**config.mk**
```make
export PLATFORM = sky130hd
export DESIGN_NAME = i2c_target_flat
export DESIGN_NICKNAME = d
export VERILOG_FILES = /design/src/rtl/i2c_pkg.sv /design/src/rtl/i2c_target_if.sv /design/src/rtl/i2c_line_sync.sv /design/src/rtl/i2c_target.sv /design/src/flat_wrapper.sv
export SDC_FILE = /design/constraint.sdc
export NUM_CORES = 1
export LEC_CHECK = 0
export BUFFER_PORTS_ARGS = -buffer_cell sky130_fd_sc_hd__buf_2
export CORE_MARGIN = 5
export CORE_UTILIZATION = 35
export CTS_CLUSTER_DIAMETER = 40
export CTS_CLUSTER_SIZE = 8
export DETAILED_ROUTE_END_ITERATION = 16
export GPL_TIMING_DRIVEN = 0
export PLACE_DENSITY_LB_ADDON = 0.3
export SETUP_SLACK_MARGIN = 0.2
export SYNTH_ARGS = -nofsm -noshare
export SYNTH_HDL_FRONTEND = slang
export SYNTH_HIERARCHICAL = 1
export SYNTH_SLANG_ARGS = --single-unit
```
**constraint.sdc**
```tcl
create_clock -name clk -period 2.1 [get_ports clk]
set_input_delay 0.42 -clock clk [delete_from_list [all_inputs] [get_ports clk]]
set_output_delay 0.42 -clock clk [all_outputs]
set_load 0.005 [all_outputs]
```
**src/rtl/i2c_pkg.sv**
```systemverilog
// Shared definitions for the I2C register target: FSM states, bus levels,
// and the position of the R/W flag in the address byte.
package i2c_pkg;

   typedef enum logic [3:0] {
      ST_IDLE,
      ST_ADDR,
      ST_ADDR_ACK,
      ST_PTR,
      ST_PTR_ACK,
      ST_WDATA,
      ST_WDATA_ACK,
      ST_RDATA,
      ST_RDATA_ACK,
      ST_IGNORE
   } i2c_state_e;

   localparam logic ACK_LVL  = 1'b0;
   localparam logic NACK_LVL = 1'b1;
   localparam int   RW_BIT   = 0;

endpackage

```
**src/rtl/i2c_target_if.sv**
```systemverilog
// Register-file side of the I2C target: write strobe plus read address/data.
// master = the I2C target (drives writes and read address),
// slave  = the register file (returns read data).
interface i2c_target_if #(parameter int PTR_W = 8);

   logic             wr_valid;
   logic [PTR_W-1:0] wr_addr;
   logic [7:0]       wr_data;
   logic [PTR_W-1:0] rd_addr;
   logic [7:0]       rd_data;

   modport master (output wr_valid, wr_addr, wr_data, rd_addr, input rd_data);
   modport slave  (input wr_valid, wr_addr, wr_data, rd_addr, output rd_data);

endinterface

```
**src/rtl/i2c_line_sync.sv**
```systemverilog
// One I2C pad line: 2-flop synchronizer, optional 3-sample majority filter
// (enabled by defining I2C_TARGET_GLITCH_FILTER_EN), and rise/fall pulses.
// All flops reset to 1 so an idle bus produces no spurious edges.
module i2c_line_sync (
   input  logic clk,
   input  logic rst,
   input  logic i_line,
   output logic o_level,
   output logic o_rise,
   output logic o_fall
);

   logic [1:0] r_sync;
   logic       r_prev;
   logic       w_clean;

   // bring the asynchronous pad into the clk domain
   always_ff @(posedge clk or posedge rst) begin
      if (rst) r_sync <= 2'b11;
      else     r_sync <= {r_sync[0], i_line};
   end

`ifdef I2C_TARGET_GLITCH_FILTER_EN
   logic [2:0] r_hist;
   logic       r_filt;

   // majority of the last three samples; a single-clk pulse never wins
   always_ff @(posedge clk or posedge rst) begin
      if (rst) begin
         r_hist <= 3'b111;
         r_filt <= 1'b1;
      end else begin
         r_hist <= {r_hist[1:0], r_sync[1]};
         r_filt <= (r_hist[0] & r_hist[1]) | (r_hist[0] & r_hist[2]) |
                   (r_hist[1] & r_hist[2]);
      end
   end

   assign w_clean = r_filt;
`else
   assign w_clean = r_sync[1];
`endif

   // previous clean level for edge detection
   always_ff @(posedge clk or posedge rst) begin
      if (rst) r_prev <= 1'b1;
      else     r_prev <= w_clean;
   end

   assign o_level = w_clean;
   assign o_rise  = w_clean & ~r_prev;
   assign o_fall  = ~w_clean & r_prev;

endmodule

```
**src/rtl/i2c_target.sv**
```systemverilog
// I2C register target: 7-bit address, pointer byte, auto-incrementing
// burst reads and writes. Optional SCL/SDA glitch filter via
// I2C_TARGET_GLITCH_FILTER_EN (see i2c_line_sync).
module i2c_target
   import i2c_pkg::*;
#(
   parameter logic [6:0] DEV_ADDR = 7'h10,
   parameter int         PTR_W    = 8
) (
   input  logic         clk,
   input  logic         rst,
   input  logic         scl_in,
   input  logic         sda_in,
   output logic         sda_oe,
   output logic         busy,
   i2c_target_if.master bus
);

   logic w_scl, w_scl_rise, w_scl_fall;
   logic w_sda, w_sda_rise, w_sda_fall;
   logic w_start, w_stop;
   logic [7:0] w_byte_in;

   i2c_state_e       r_state;
   logic [3:0]       r_bitcnt;
   logic [7:0]       r_shift;
   logic [PTR_W-1:0] r_ptr;
   logic             r_rw;
   logic             r_sda_oe;
   logic             r_busy;
   logic             r_wr_valid;
   logic [PTR_W-1:0] r_wr_addr;
   logic [7:0]       r_wr_data;
   logic [PTR_W-1:0] r_rd_addr;

   i2c_line_sync u_scl (.clk(clk), .rst(rst), .i_line(scl_in),
                        .o_level(w_scl), .o_rise(w_scl_rise), .o_fall(w_scl_fall));
   i2c_line_sync u_sda (.clk(clk), .rst(rst), .i_line(sda_in),
                        .o_level(w_sda), .o_rise(w_sda_rise), .o_fall(w_sda_fall));

   assign w_start   = w_sda_fall & w_scl;
   assign w_stop    = w_sda_rise & w_scl;
   assign w_byte_in = {r_shift[6:0], w_sda};

   // protocol FSM: START/STOP take priority over SCL edges; bits are sampled
   // on SCL rise, SDA drive only changes on SCL fall
   always_ff @(posedge clk or posedge rst) begin
      if (rst) begin
         r_state    <= ST_IDLE;
         r_bitcnt   <= '0;
         r_shift    <= '0;
         r_ptr      <= '0;
         r_rw       <= 1'b0;
         r_sda_oe   <= 1'b0;
         r_busy     <= 1'b0;
         r_wr_valid <= 1'b0;
         r_wr_addr  <= '0;
         r_wr_data  <= '0;
         r_rd_addr  <= '0;
      end else begin
         r_wr_valid <= 1'b0;
         if (w_stop) begin
            r_state  <= ST_IDLE;
            r_sda_oe <= 1'b0;
            r_busy   <= 1'b0;
         end else if (w_start) begin
            r_state  <= ST_ADDR;
            r_bitcnt <= '0;
         end else if (w_scl_rise) begin
            case (r_state)
               ST_ADDR, ST_PTR, ST_WDATA: begin
                  if (r_bitcnt != 4'd8) begin
                     r_shift  <= w_byte_in;
                     r_bitcnt <= r_bitcnt + 1'b1;
                     if (r_state == ST_WDATA && r_bitcnt == 4'd7) begin
                        r_wr_valid <= 1'b1;
                        r_wr_addr  <= r_ptr;
                        r_wr_data  <= w_byte_in;
                        r_ptr      <= r_ptr + 1'b1;
                     end
                  end
               end
               // the byte just sent is consumed whether ACKed or not
               ST_RDATA_ACK: begin
                  r_ptr     <= r_ptr + 1'b1;
                  r_rd_addr <= r_ptr + 1'b1;
                  if (w_sda == NACK_LVL) r_state <= ST_IGNORE;
               end
               default: ;
            endcase
         end else if (w_scl_fall) begin
            case (r_state)
               ST_ADDR: begin
                  if (r_bitcnt == 4'd8) begin
                     if (r_shift[7:1] == DEV_ADDR) begin
                        r_sda_oe  <= 1'b1;
                        r_busy    <= 1'b1;
                        r_rw      <= r_shift[RW_BIT];
                        r_rd_addr <= r_ptr;
                        r_state   <= ST_ADDR_ACK;
                     end else begin
                        r_state <= ST_IGNORE;
                     end
                  end
               end
               ST_ADDR_ACK, ST_RDATA_ACK: begin
                  // ACKed read (or read address phase): present next byte MSB
                  if (r_state == ST_RDATA_ACK || r_rw) begin
                     r_sda_oe <= ~bus.rd_data[7];
                     r_shift  <= {bus.rd_data[6:0], 1'b0};
                     r_bitcnt <= 4'd1;
                     r_state  <= ST_RDATA;
                  end else begin
                     r_sda_oe <= 1'b0;
                     r_bitcnt <= '0;
                     r_state  <= ST_PTR;
                  end
               end
               ST_PTR: begin
                  if (r_bitcnt == 4'd8) begin
                     r_ptr    <= PTR_W'(r_shift);
                     r_sda_oe <= 1'b1;
                     r_state  <= ST_PTR_ACK;
                  end
               end
               ST_WDATA: begin
                  if (r_bitcnt == 4'd8) begin
                     r_sda_oe <= 1'b1;
                     r_state  <= ST_WDATA_ACK;
                  end
               end
               ST_PTR_ACK, ST_WDATA_ACK: begin
                  r_sda_oe <= 1'b0;
                  r_bitcnt <= '0;
                  r_state  <= ST_WDATA;
               end
               ST_RDATA: begin
                  if (r_bitcnt == 4'd8) begin
                     r_sda_oe <= 1'b0;
                     r_state  <= ST_RDATA_ACK;
                  end else begin
                     r_sda_oe <= ~r_shift[7];
                     r_shift  <= {r_shift[6:0], 1'b0};
                     r_bitcnt <= r_bitcnt + 1'b1;
                  end
               end
               default: ;
            endcase
         end
      end
   end

   assign sda_oe       = r_sda_oe;
   assign busy         = r_busy;
   assign bus.wr_valid = r_wr_valid;
   assign bus.wr_addr  = r_wr_addr;
   assign bus.wr_data  = r_wr_data;
   assign bus.rd_addr  = r_rd_addr;

endmodule
```
**src/flat_wrapper.sv**
```systemverilog
// flat-port wrapper written by rule: the top's interface ports become plain ports
module i2c_target_flat import i2c_pkg::*;
#(
   parameter logic [6:0] DEV_ADDR = 7'h10,
   parameter int         PTR_W    = 8
)
  (clk, rst, scl_in, sda_in, sda_oe, busy, bus_wr_valid, bus_wr_addr, bus_wr_data, bus_rd_addr, bus_rd_data);
  i2c_target_if #(.PTR_W(PTR_W)) bus_i ();
  input  logic clk;
  input  logic rst;
  input  logic scl_in;
  input  logic sda_in;
  output logic sda_oe;
  output logic busy;
  output wire logic [$bits(bus_i.wr_valid)-1:0] bus_wr_valid;
  output wire logic [$bits(bus_i.wr_addr)-1:0] bus_wr_addr;
  output wire logic [$bits(bus_i.wr_data)-1:0] bus_wr_data;
  output wire logic [$bits(bus_i.rd_addr)-1:0] bus_rd_addr;
  input wire logic [$bits(bus_i.rd_data)-1:0] bus_rd_data;
  assign bus_wr_valid = bus_i.wr_valid;
  assign bus_wr_addr = bus_i.wr_addr;
  assign bus_wr_data = bus_i.wr_data;
  assign bus_rd_addr = bus_i.rd_addr;
  assign bus_i.rd_data = bus_rd_data;
  i2c_target #(.DEV_ADDR(DEV_ADDR), .PTR_W(PTR_W)) u_core (.clk(clk), .rst(rst), .scl_in(scl_in), .sda_in(sda_in), .sda_oe(sda_oe), .busy(busy), .bus(bus_i));
endmodule
```
* Yosys cells after proc, flatten, opt, wreduce, memory -nomap -nowiden
Index checks and enable logic that the tools add are counted.
** Storage, ports and cells
- Bits of input ports :: 12
- Flip-flop bits (word level) :: 58
- Logic and storage cells :: 158
- Output and inout port bits :: 27
** Cells by class
- Eq/ne operators :: 34
- Mux-type cells :: 62
- Bitwise operators :: 15
- Add/subtract/negate cells :: 2
- Reductions and logical operators :: 30
** Operator list (count)
- 8-bit 2-to-1 mux :: 18
- 4-bit 2-to-1 mux :: 17
- 8-bit one-hot mux with 2 select lines :: 2
- 4-bit one-hot mux with 6 select lines :: 1
- 8-bit AND reduction :: 3
- 1-bit 2-to-1 mux :: 21
- 7-bit AND reduction :: 3
- 4-bit by 3-bit equality test with 1-bit output, second input constant :: 5
- 3-bit by 1-bit inequality test with 1-bit output, second input constant :: 6
- 6-bit AND reduction :: 3
- 2-bit nonzero test :: 9
- 5-bit by 2-bit inequality test with 1-bit output, second input constant :: 3
- 4-bit one-hot mux with 3 select lines :: 1
- 3-bit by 2-bit inequality test with 1-bit output, second input constant :: 3
- 1-bit inverter :: 9
- 9-bit nonzero test :: 1
- 8-bit by 1-bit adder with 8-bit output, second input constant :: 1
- 4-bit by 2-bit equality test with 1-bit output, second input constant :: 2
- 4-bit equality test, second input constant :: 2
- 2-bit by 1-bit inequality test with 1-bit output, second input constant :: 4
- 7-bit by 5-bit equality test with 1-bit output, second input constant :: 1
- 1-bit bitwise AND :: 6
- 3-bit nonzero test :: 2
- 6-bit nonzero test :: 1
- other kinds (17) :: 19

* Logic depth before layout (Yosys ltp)
- Depth in word-level cells :: 8
- Gate-level depth with buffers :: 9
- Depth with buffers taken out :: 7

* Cells and area by module
Netlist, hierarchy kept.
** Modules (own cells, without submodules)
- i2c_target :: sequential area each 1301.2 sq um, instances 1, area each 2894.0 sq um, cells each 328
- i2c_line_sync :: sequential area each 78.8 sq um, instances 2, area each 97.6 sq um, cells each 6

* Worst setup path after synthesis
Ideal clock, no wire load.
- Path kind :: reg-to-reg
- From :: register u_core.u_sda.r_sync[1]
- To :: register u_core.r_shift[1]
- Buffers on the path :: 1
- Required time :: 2.023 ns
- Arrival time :: 2.012 ns
- Cell stages (with the launch flop) :: 8
- Clock period less this slack :: 2.090 ns
- Setup time :: 0.077 ns
- Path slack :: 0.010 ns
- Cell sequence :: dfstp_2 and2b_2 o21ai_0 o21ai_0 a221oi_2 buf_2 nor2_1 a21oi_1
** Between the ends
- Word-level cells in the longest chain between the ends :: 5
- Elaborated cells on any way between the ends :: 8
- Classes of those cells :: 7 x bitwise; 1 x reduce/logical
** Ends and longest elaborated chain
- from (decl) :: line i2c_line_sync.sv:13 : logic [1:0] r_sync;
- from (signal assigned) :: line i2c_line_sync.sv:20 : else r_sync <= {r_sync[0], i_line};
- 1-bit inverter :: line i2c_line_sync.sv:52 : assign o_fall = ~w_clean & r_prev;
- 1-bit bitwise AND :: line i2c_line_sync.sv:52
- net u_core.w_sda_fall :: line i2c_target.sv:20 : logic w_sda, w_sda_rise, w_sda_fall;
- 1-bit bitwise AND :: line i2c_target.sv:41 : assign w_start = w_sda_fall & w_scl;
- 1-bit inverter (no line)
- 8-bit AND reduction (no line)
- to (signal assigned) :: line i2c_target.sv:73 : r_shift <= w_byte_in;
- to (signal assigned) :: line i2c_target.sv:110 : r_shift <= {bus.rd_data[6:0], 1'b0};
- to (signal assigned) :: line i2c_target.sv:143 : r_shift <= {r_shift[6:0], 1'b0};
- to (decl) :: line i2c_target.sv:26 : logic [7:0] r_shift;
The timed path passes the listed nets, and every way through them passes these cells.
A chain may end at the register's enable or synchronous reset.

* Worst setup path after layout
- From :: register u_core.u_sda.r_sync[1]
- To :: register u_core.r_wr_data[3], in the netlist u_core/bus.wr_data[3]
** Between the ends
- Word-level cells in the longest chain between the ends :: 5
- Elaborated cells on any way between the ends :: 8
- Classes of those cells :: 7 x bitwise; 1 x reduce/logical
** Ends and longest elaborated chain
- 1-bit inverter :: line i2c_line_sync.sv:52
- 1-bit bitwise AND :: line i2c_line_sync.sv:52
- net u_core.w_sda_fall :: line i2c_target.sv:20
- 1-bit bitwise AND :: line i2c_target.sv:41
- 1-bit inverter (no line)
- 6-bit AND reduction (no line)
- to (signal assigned) :: line i2c_target.sv:78 : r_wr_data <= w_byte_in;
- to (decl) :: line i2c_target.sv:33 : logic [7:0] r_wr_data;
The timed path passes the listed nets, and every way through them passes these cells.

==> flow_summary.yaml <==
worst_setup_path:
  crit_path_top_delay_cell: "dfstp_2"
  worstPathMaxFanout: 5
  crit_type: "reg2reg"
  rr_endpoint: "u_core/bus.wr_data[3]"
  r2r_slack_ns: 0.05
  r2r_cells: 8
  cpMostUsedCell: "nand2_2"
  cpPeakStageDelay_ns: 0.55
  worst_setup_path_end_kind: "register"
  startpoint_type: "register"
  path_cells: "and2b_2 -> o21ai_4 -> nand2_2 -> or4_4 -> buf_8 -> clkbuf_16 -> nand2_2 -> nand2_1"
  worstPathRequired_ns: 2.34
  arrival_ns: 2.29
  r2r_start: "u_core/u_sda/r_sync[1]"
yosys:
  seq_area_frac_synth: 0.472
  synth_top_family_by_area: "simple AND/OR/NAND/NOR gates"
  synth-seq-cells: 58
  yosys_warnings: 6
  async_reset_ff_frac: 1.00
  syn_area_per_cell_um2: 9.09
  syn_inst: 340
  synth.area.top_cells: "dfrtp_1 (42%), nand2_1 (9.0%), dfstp_2 (5.1%)"
  yosys.area_share.simple: 0.222
  ys_top_cells_by_count: "nand2_1 (74), dfrtp_1 (52), a21oi_1 (31)"
  syn_nets: 355
  synth_compound_area_frac: 0.187
  synth.most_common_cell: "nand2_1"
  synthXorXnorAreaFrac: 0.0142
  synthesis.area_um2: 3090
  synth_edf_count: 0
  yosysUniqueCellTypes: 56
  synth_area_leader_cell: "dfrtp_1"
  synthMuxAreaShare: 0.0535
  synthFlopType: "dfrtp_1"
  yosys.area_share.adder: 0.0122
  netlist.area_leader.share: 0.421
route:
  drc: 0
  drt_first_pass_iters: 4
  ant_nets: 0
  num_vias: 2845
  via_per_inst: 5.35
  first_iter_violations: 163
  routed_wirelength_um: 8890
  wl_per_cell_um: 16.7
placed_design:
  dpl.hpwl_um: 5840
  portBuffers: 38
  gp_congestion: 0.893
  pre_cts_slack_ns: -0.143
grt:
  grt_pass1_vias: 2814
  track_usage: 0.160
  antenna_found_initial: 0
  grt_max_degree: 41
  gr-total-overflow: 0
  grt_pass1_wl_um: 14100
floorplan:
  die_w_um: 104
  die_h_um: 104
  core-area_um2: 8680
  rows: 34
  design.die.area_um2: 10800
  initial_core_util: 0.356
  io_pins: 39
sta:
  final_hold_viol_count: 0
  setup_viol: 0
  worst_pin_slew_ns: 0.396
  finalClockSkew_ns: 0.0110
  fin_crit_ns: 2.05
  fin_ws_ns: 0.0454
  slew_viol_final: 0
  whs_ns: 0.0429
  fmaxAchievable_mhz: 487
  relSlewSlack: 0.733
  fin_crit_sh: 0.978
  rsz0062_at_grt: "yes"
pwr:
  combPwrFrac: 0.370
  ir_drop_uv: 519
  power_mw: 4.70
  sw_frac_of_total: 0.381
  clkPwrFrac: 0.254
  leakage_nw: 1.98
  internal_power_mw: 2.91
  power_density_nw_per_um2: 1070
  seq_power_share: 0.376
  p_sw_mw: 1.79
clocking:
  clock_sinks: 58
  cts-hold-fix-buffers: 0
  cts_buffers: 9
  path_clk_slew_ns: 0.08
  cts_root_buf: "clkbuf_8"
  clk_latency_ns: 0.35
  cts_buffer_depth: 2
  cts_tree: "done"
  h-tree-depth: 3
final_layout:
  multi_input_comb_area_um2: 1850
  nNetsFinal: 434
  n_fill_cell: 808
  diodes: 0
  drive_above_1_share: 0.443
  ff_latch_area_um2: 1460
  synthToLayoutAreaGrowth_pct: 41.8
outcome:
  status: "complete, no violations"
hold_path:
  min_path_type: "in2async"
job:
  cap_violations: 0
==> worst max-delay path: cells and delay by family, from the launching register on <==
family | cells | cell delay [ns]
compound gates | 1 | 0.20
buf+inv | 2 | 0.32
simple gates | 5 | 0.89
flops | 1 | 0.55
==> sequential cells by signal, summed over array words and instances, names as in the netlist <==
signal and flops:
u_core/bus.rd_addr 8, u_core/r_rw 1, u_core/r_shift 8, u_core/bus.wr_data 8
u_core/r_ptr 8, u_core/u_sda/r_prev 1, u_core/u_sda/r_sync 2, u_core/u_scl/r_sync 2
u_core/sda_oe 1, u_core/r_bitcnt 4, u_core/bus.wr_valid 1, u_core/u_scl/r_prev 1
u_core/r_state 4, u_core/bus.wr_addr 8, u_core/busy 1
==> per-layer routing <==
layer	share of wire	up-vias	GRT usage	routed length, um
met5	0	-	0	0
met4	0.026	0	0.0694	228
met3	0.055	21	0.0379	486
met2	0.48	88	0.257	4280
met1	0.44	1377	0.205	3890
li1	-	1359	-	-
==> worst max-delay path by stage <==
stage / from / to / slack (ns) / depth (start not counted)
after floorplan: u_core/r_state[1] / u_core/bus.rd_addr[0] / 0.20 / 5
after global placement: rst / u_core/bus.rd_addr[4] / -0.37 / 2
after detailed placement: u_core/r_state[3] / u_core/bus.wr_data[2] / -0.14 / 6
after CTS: u_core/u_sda/r_sync[1] / u_core/bus.wr_data[2] / 0.06 / 8
after global routing: u_core/u_sda/r_sync[1] / u_core/bus.rd_addr[0] / -0.03 / 7
final: u_core/u_sda/r_sync[1] / u_core/bus.wr_data[3] / 0.05 / 8
==> what timing repair did <==
action,in CTS,in global routing
gates cloned,2,2
hold endpoints to repair,0,0
pin swaps,4,32
endpoints found under the setup margin,51,51
buffers inserted,17,8
gates resized for setup,35,92
==> area by class of cell <==
type                       instances  share of cell area
buffer                            18              0.0357
clock buffer                      10              0.0314
clock inverter                     6              0.0203
inverter                          11              0.0106
multi-input combinational        253               0.423
sequential                        58               0.333
tap                              108              0.0308
timing repair buffer              68               0.115
==> power by group through the flow <==
stage	logic, mW	clock network, mW	registers (mW)
after floorplan	0.972	0	1.64
after global placement	1.29	0	1.73
after detailed placement	1.31	0	1.74
after CTS	1.48	1.21	1.72
after global routing	1.90	1.27	1.81
final	1.74	1.19	1.77
==> metrics by stage <==
| step | cell area, um^2 | cells | TNS (ns) | utilization |
|---|---|---|---|---|
| after floorplan | 3150 | 340 | 0 | - |
| after global placement | 3470 | 486 | -20.64 | 0.400 |
| after detailed placement | 3490 | 487 | -1.89 | 0.402 |
| after CTS | 3990 | 522 | 0 | 0.460 |
| after global routing | 4380 | 532 | -0.124 | 0.505 |
| final | 4380 | 532 | 0 | 0.505 |
==> kinds of logic after synthesis <==
family	after synthesis
buffers and inverters	29
DFF	58
muxes	16
adders and majority gates	3
xor gates and xnor gates	5
and+or+nand+nor	141
AOI/OAI and AO/OA	88
==> cells in the final DEF (no fill, tap or decap), types with 3 or more instances in the layout <==
cell | netlist | layout
nand2_1 | 74 | 56
dfrtp_1 | 52 | 51
buf_2 | 7 | 43
a21oi_1 | 31 | 20
nand2_2 | 0 | 17
buf_4 | 1 | 16
buf_6 | 0 | 15
o21ai_0 | 23 | 12
mux2i_1 | 12 | 12
a21oi_2 | 0 | 11
clkbuf_8 | 0 | 10
nor2_1 | 20 | 9
inv_1 | 10 | 7
nor2_2 | 1 | 7
nand3_1 | 6 | 6
o21ai_1 | 0 | 6
dfstp_2 | 6 | 6
nor2_4 | 0 | 5
nand2b_1 | 6 | 5
nor2b_1 | 7 | 4
xnor2_1 | 4 | 4
mux2_4 | 0 | 4
buf_12 | 0 | 3
nand3b_1 | 3 | 3
and3b_1 | 3 | 3
o21ai_4 | 0 | 3
buf_8 | 0 | 3
nand4_1 | 3 | 3
and4_1 | 4 | 3
o21ai_2 | 1 | 3
or3_1 | 3 | 3
inv_2 | 0 | 3
No activity file was read; power rests on OpenSTA's default activity.
